==> src/rtl/i2c_cmd_arbiter.sv <==
// Per-channel command FIFOs feeding one I2C controller through a round-robin grant. When no
// command is queued, a default temperature poll is issued. Define POLL_THROTTLE_EN to rate-limit polls.
module i2c_cmd_arbiter #(
    parameter int              NCH       = 2,
    parameter int              DEPTH     = 4,
    parameter int              DW        = 16,
    parameter int              AW        = 8,
    parameter int              MW        = 3,
    parameter logic [AW-1:0]   POLL_ADDR = 8'h00,
    parameter logic [MW-1:0]   POLL_MODE = 3'b001,
    parameter int              POLL_IVL  = 1000,
    localparam int             GW        = (NCH > 1) ? $clog2(NCH) : 1
) (
    input  logic               clk,
    input  logic               reset,
    input  logic               i2c_ready,
    input  logic [NCH-1:0]     ch_wr,
    input  logic [NCH*AW-1:0]  ch_addr,
    input  logic [NCH*DW-1:0]  ch_data,
    input  logic [NCH*MW-1:0]  ch_mode,
    output logic [NCH-1:0]     ch_full,
    output logic [NCH-1:0]     ch_drop,
    output logic [AW-1:0]      i2c_address,
    output logic [DW-1:0]      i2c_data,
    output logic [MW-1:0]      i2c_mode,
    output logic [1:0]         valid_instr,
    output logic [GW-1:0]      grant_ch
);

    localparam int PW   = $clog2(DEPTH);
    localparam int CNTW = PW + 1;
    localparam int CW   = AW + DW + MW;

    localparam logic [0:0] ARMED    = 1'b0;
    localparam logic [0:0] WAIT_LOW = 1'b1;

    localparam logic [1:0] VI_NONE = 2'b00;
    localparam logic [1:0] VI_CMD  = 2'b01;
    localparam logic [1:0] VI_POLL = 2'b11;

    if (NCH < 1 || DEPTH < 2 || (DEPTH & (DEPTH - 1)) != 0 || POLL_IVL < 1) begin : g_param_check
        $error("i2c_cmd_arbiter: illegal parameter combination");
    end

    // FIFO storage, packed as {addr, data, mode}
    logic [CW-1:0]   mem_q     [NCH][DEPTH];
    logic [PW-1:0]   wr_ptr_q  [NCH];
    logic [PW-1:0]   wr_ptr_d  [NCH];
    logic [PW-1:0]   rd_ptr_q  [NCH];
    logic [PW-1:0]   rd_ptr_d  [NCH];
    logic [CNTW-1:0] count_q   [NCH];
    logic [CNTW-1:0] count_d   [NCH];
    logic [NCH-1:0]  full_q, full_d;
    logic [NCH-1:0]  drop_q, drop_d;

    logic [0:0]      state_q, state_d;
    logic [GW-1:0]   rr_q, rr_d;
    logic [1:0]      valid_q, valid_d;
    logic [AW-1:0]   addr_q, addr_d;
    logic [DW-1:0]   data_q, data_d;
    logic [MW-1:0]   mode_q, mode_d;
    logic [GW-1:0]   grant_q, grant_d;

    logic [NCH-1:0]  push, pop, nonempty;
    logic            found;
    logic [GW-1:0]   gsel, cand;
    logic [CW-1:0]   head;
    logic            poll_ok;

    always_comb begin
        for (int c = 0; c < NCH; c++) begin
            nonempty[c] = (count_q[c] != '0);
        end
    end

    // Search starts one past the last granted channel so every requester gets a turn.
    always_comb begin
        found = 1'b0;
        gsel  = '0;
        cand  = '0;
        for (int i = 1; i <= NCH; i++) begin
            cand = GW'((int'(rr_q) + i) % NCH);
            if (!found && nonempty[cand]) begin
                found = 1'b1;
                gsel  = cand;
            end
        end
    end

    assign head = mem_q[gsel][rd_ptr_q[gsel]];

    // NOTE: every signal gets a default before the case so no path leaves it unassigned (no latch).
    always_comb begin
        state_d = state_q;
        rr_d    = rr_q;
        valid_d = VI_NONE;
        addr_d  = '0;
        data_d  = '0;
        mode_d  = '0;
        grant_d = '0;
        pop     = '0;
        case (state_q)
            ARMED: begin
                if (i2c_ready) begin
                    if (found) begin
                        pop[gsel]                = 1'b1;
                        rr_d                     = gsel;
                        valid_d                  = VI_CMD;
                        {addr_d, data_d, mode_d} = head;
                        grant_d                  = gsel;
                        state_d                  = WAIT_LOW;
                    end else if (poll_ok) begin
                        valid_d = VI_POLL;
                        addr_d  = POLL_ADDR;
                        mode_d  = POLL_MODE;
                        state_d = WAIT_LOW;
                    end
                end
            end
            default: begin
                if (!i2c_ready) begin
                    state_d = ARMED;
                end
            end
        endcase
    end

    // Full is the registered flag, so a write on full is dropped even if the same FIFO pops.
    always_comb begin
        for (int c = 0; c < NCH; c++) begin
            push[c]     = ch_wr[c] & ~full_q[c];
            drop_d[c]   = ch_wr[c] & full_q[c];
            wr_ptr_d[c] = wr_ptr_q[c] + PW'(push[c]);
            rd_ptr_d[c] = rd_ptr_q[c] + PW'(pop[c]);
            count_d[c]  = count_q[c] + CNTW'(push[c]) - CNTW'(pop[c]);
            full_d[c]   = (count_d[c] == CNTW'(DEPTH));
        end
    end

`ifdef POLL_THROTTLE_EN
    localparam int TW = $clog2(POLL_IVL) + 1;

    logic [TW-1:0] thr_q, thr_d;

    always_comb begin
        thr_d = thr_q;
        if (valid_d == VI_POLL) begin
            thr_d = TW'(POLL_IVL - 1);
        end else if (thr_q != '0) begin
            thr_d = thr_q - 1'b1;
        end
    end

    assign poll_ok = (thr_q == '0);

    always_ff @(posedge clk) begin
        if (reset) begin
            thr_q <= '0;
        end else begin
            thr_q <= thr_d;
        end
    end
`else
    assign poll_ok = 1'b1;
`endif

    // NOTE: sequential state uses non-blocking assignments so all flops update from the same pre-edge values.
    always_ff @(posedge clk) begin
        if (reset) begin
            state_q <= ARMED;
            rr_q    <= GW'(NCH - 1);
            valid_q <= VI_NONE;
            addr_q  <= '0;
            data_q  <= '0;
            mode_q  <= '0;
            grant_q <= '0;
            full_q  <= '0;
            drop_q  <= '0;
            for (int c = 0; c < NCH; c++) begin
                wr_ptr_q[c] <= '0;
                rd_ptr_q[c] <= '0;
                count_q[c]  <= '0;
            end
        end else begin
            state_q <= state_d;
            rr_q    <= rr_d;
            valid_q <= valid_d;
            addr_q  <= addr_d;
            data_q  <= data_d;
            mode_q  <= mode_d;
            grant_q <= grant_d;
            full_q  <= full_d;
            drop_q  <= drop_d;
            for (int c = 0; c < NCH; c++) begin
                wr_ptr_q[c] <= wr_ptr_d[c];
                rd_ptr_q[c] <= rd_ptr_d[c];
                count_q[c]  <= count_d[c];
            end
        end
    end

    // NOTE: the storage array has no reset; the cleared counts make stale entries unreachable.
    always_ff @(posedge clk) begin
        for (int c = 0; c < NCH; c++) begin
            if (push[c]) begin
                mem_q[c][wr_ptr_q[c]] <= {ch_addr[c*AW +: AW], ch_data[c*DW +: DW], ch_mode[c*MW +: MW]};
            end
        end
    end

    assign ch_full     = full_q;
    assign ch_drop     = drop_q;
    assign i2c_address = addr_q;
    assign i2c_data    = data_q;
    assign i2c_mode    = mode_q;
    assign valid_instr = valid_q;
    assign grant_ch    = grant_q;

endmodule

==> config.mk <==
export PLATFORM = sky130hd
export DESIGN_NAME = i2c_cmd_arbiter
export DESIGN_NICKNAME = d
export VERILOG_FILES = /design/src/rtl/i2c_cmd_arbiter.sv
export SDC_FILE = /design/constraint.sdc
export NUM_CORES = 1
export LEC_CHECK = 0
export BUFFER_PORTS_ARGS = -buffer_cell sky130_fd_sc_hd__buf_2
export CAP_MARGIN = 20
export CORE_MARGIN = 10
export CORE_UTILIZATION = 40
export DETAILED_ROUTE_END_ITERATION = 10
export SETUP_SLACK_MARGIN = 0.15
export SLEW_MARGIN = 20
export SYNTH_ARGS = -nofsm -noshare
export SYNTH_HDL_FRONTEND = slang
export SYNTH_SLANG_ARGS = --single-unit
==> constraint.sdc <==
create_clock -name clk -period 4.2 [get_ports clk]
set_input_delay 1.05 -clock clk [delete_from_list [all_inputs] [get_ports clk]]
set_output_delay 1.05 -clock clk [all_outputs]
set_load 0.005 [all_outputs]
==> results.txt <==
Summing all multi-input logic gate instances after layout gives 2380 um2. The number of setup violations in the final report is 0. The antenna violation net count after detailed routing is 0. The number of nets at the end of the flow is 755.

The TritonCTS buffer count is 27. The net count after synthesis is approximately 650. The number of buffers added to fix hold violations after cts came out at 0. The effective utilization at floorplan came out at 0.409. Walking the worst path, the cells encountered are or3_1 > or4_1 > nand2_1 > nor2_1 > ha_1 > inv_1 > ha_1 > fa_1 > xnor2_1 > xnor2_1 > nor4_1.

The minimum clock period came out at between 2 and 3 ns. The residual DRC count came out at 0. The peak fanout along the critical path is 7.

The cell area that synthesis handed to floorplanning was ~10000 um2. For this design the static power due to leakage is 0.00424 uW. The data required time at the worst endpoint is approximately 4.6 ns.

The arrival time reported for the critical path endpoint is roughly 3.4 ns. On the critical path the largest part of the delay comes from simple AND/OR/NAND/NOR gates. The share of the Yosys chip area taken by registers is 0.749. Counting every sink on the clock net gives between 200 and 300. The wire length of the first global-routing pass is between 30 and 40 mm. The final number of max-transition violations came to 0. The final wirelength came out at 21.0 mm. The largest net degree at the start of global routing is 55. The utilization after layout came out at 0.482.

Among all flip-flop cells after synthesis, the most frequent one is edfxtp_1. Of the cells placed in the final design, the portion with a size suffix greater than 1 is 0.225. The worst setup path is of the reg2reg kind. The congestion estimate from routability-driven global placement came to 0.742. The count of vias placed by the detailed router came out at 5145. The number of setup buffers added after CTS is 0.

The count of cells resized by post-cts repair came out at 0. The number of synthesized flops with an enable pin is around 220. The cell sitting at the root of the clock tree is a clkbuf_16. The H-tree depth is 1.

For this design, the slowest cell found on the critical path is or4_1. Pin placement for this block handled a little over 90 I/O pins. The row count is 57.

The filler cell count came out at just over 2000. The final setup TNS is 0 ns. The TritonCTS clock tree is done.

Setup repair after global routing left no endpoint under its margin. The cell count after synthesis is approximately 590. The synthesized area divided by synthesized cell count came out at ~17 um2. The DRC violation total after the first TritonRoute iteration is around 300. The global route total overflow is 0. The number of max-capacitance violations reported came out at 0.

The synthesized netlist contains 32 unique library cells. The number of antenna violations at the first check in global routing came to 2. The number of synthesized register bits came out at about 270.

The warning count from the yosys run is 0. The overall die height came out at approximately 180 um. The largest single stage delay on the critical path is 0.50 ns. STA classifies the critical path startpoint as a register.

The number of global-route vias before repair was around 5600. The fraction of synthesis flops using an asynchronous set or reset pin is 0. The number of buffers on the longest clock path is 3. The first-pass detailed-route iteration total is 4.

The combined buffer and inverter count along the critical path came out at 1. The floorplan step defined a die boundary enclosing roughly 32000 um2. The CTS clock-pin slew for the worst setup and hold paths is around 0.06 ns. The flow ran to the end, and the final reports show no timing, DRC or antenna violations. The final cycle utilization of the critical path is 0.707. The power per cell area came out at 658 nW/um2. The area of the placeable core came out at roughly 24000 um2. The relative slew slack is 0.320. STA classifies the critical path endpoint as a register. The via density per instance came out at 4.99. The number of hold-slack violations in the final timing report came out at 0. Across the VDD grid, the largest voltage drop is ~0.37 mV. The area added between synthesis and finish came out at 17.9%. At the pin with the least slew margin, the transition time is a little over 1 ns.

The count of input and output buffers is between 90 and 100. The global router's overall resource usage is 0.132. The maximum operating frequency came out at around 340 MHz.

The combined flip-flop and latch cell area is between 7000 and 8000 um2. The tightest min-delay check is of the reg2reg type. The post-route clock skew came out at 0.00671 ns.

Dividing the detail-routed wire length by the instance count gives ~20 um. Clock latency on the worst-skew pair, taken at its later pin, is around 0.52 ns. The horizontal extent of the die came out at ~180 um.

The half-perimeter wire length after detailed placement is approximately 13 mm.
[cell usage after synthesis (all sizes together), types with 8 or more instances]
| cell type | n | area [um2] |
|---|---|---|
| edfxtp | 216 | 6490 |
| mux2i | 130 | 1300 |
| nand2 | 60 | 228 |
| dfxtp | 50 | 1000 |
| a32o | 26 | 260 |
| buf | 15 | 80.1 |
| clkbuf | 13 | 48.8 |
| nor2 | 13 | 48.8 |
| nor2b | 12 | 75.1 |
| inv | 9 | 33.8 |
| ha | 8 | 100 |
| xnor2 | 8 | 70.1 |
[tightest hold or removal path: stages (launching register included)]
cell and delay, ns:
dfxtp_1 0.32, nand2_1 0.06, nor2_1 0.03
[path summary, 6_finish.rpt]
check	startpoint	end	slack, ns	depth (start not counted)
worst min register to register	ch_full[0]$_SDFF_PP0_	ch_drop[0]$_SDFF_PP0_	0.45	2
worst max register to register	count_q[0][4]$_SDFF_PP0_	ch_full[0]$_SDFF_PP0_	1.23	11
worst max-delay path	count_q[0][4]$_SDFF_PP0_	ch_full[0]$_SDFF_PP0_	1.23	11
worst min-delay path	ch_full[0]$_SDFF_PP0_	ch_drop[0]$_SDFF_PP0_	0.45	2
[power breakdown]
| part | leakage, uW | switching [uW] | internal, uW |
|---|---|---|---|
| registers | 0.00239 | 350 | 3270 |
| clock network | 0.000458 | 945 | 1530 |
| logic | 0.00139 | 909 | 744 |
| total | 0.00424 | 2200 | 5550 |
[metal layers]
metal | global-route usage | part of all wire
met3 | 0.0256 | 0.053
met1 | 0.155 | 0.41
met2 | 0.239 | 0.51
met5 | 0 | 0
met4 | 0.0358 | 0.023
[layout make-up]
class	count	share of cell area
diodes	2	0.000425
well taps	324	0.0344
inverters	9	0.00287
multi-input cells	282	0.202
repair buffers	100	0.0442
clock inverters	17	0.0185
clock buffers	32	0.0615
flip-flops and latches	266	0.636
[cell families after synthesis]
family / share of synthesized area
AO/OA/AOI/OAI: 0.0333
XOR/XNOR: 0.00701
adder cells (fa/ha/maj): 0.0140
buffers and inverters: 0.0163
flip-flops: 0.749
multiplexers: 0.135
AND/OR/NAND/NOR: 0.0458
[metrics by stage]
step,setup slack (ns),total power [uW],hold slack [ns],cells,cell area [um2]
6_report,1.23,7750,0.451,1032,11800
5_1_grt,1.06,8130,0.468,1031,11800
4_1_cts,1.21,7860,0.456,1030,11800
3_5_place_dp,1.02,5370,0.447,981,10800
3_3_place_gp,1.08,5300,0.454,981,10800
2_1_floorplan,0.366,4770,0.446,585,10000
[cells in the final DEF, fill, tap and decap left out, drive strengths merged]
cell type and n:
a21boi 1, or3 1, inv 9, fa 2, mux4 2, o41ai 1
mux2i 130, a31oi 1, ha 8, and2 1, a32o 26, edfxtp 216
nand2b 1, clkinv 10, nor2 13, o31ai 1, diode 2, nor3 1
clkbuf 32, nor4 2, and3 4, xnor2 8, buf 100, o21ba 1
or4 1, nor3b 2, bufinv 5, and3b 2, nand2 60, nor2b 12
a211o 1, clkinvlp 2, dfxtp 50
[state kept, by name (all words and copies together) (netlist names)]
register,count
count_q,6
mem_q,216
wr_ptr_q,4
i2c_data,16
i2c_address,8
i2c_mode,3
valid_instr,2
rr_q,1
ch_full,2
ch_drop,2
rd_ptr_q,4
state_q,1
grant_ch,1
Note: power is estimated with default switching activity, not from simulation.
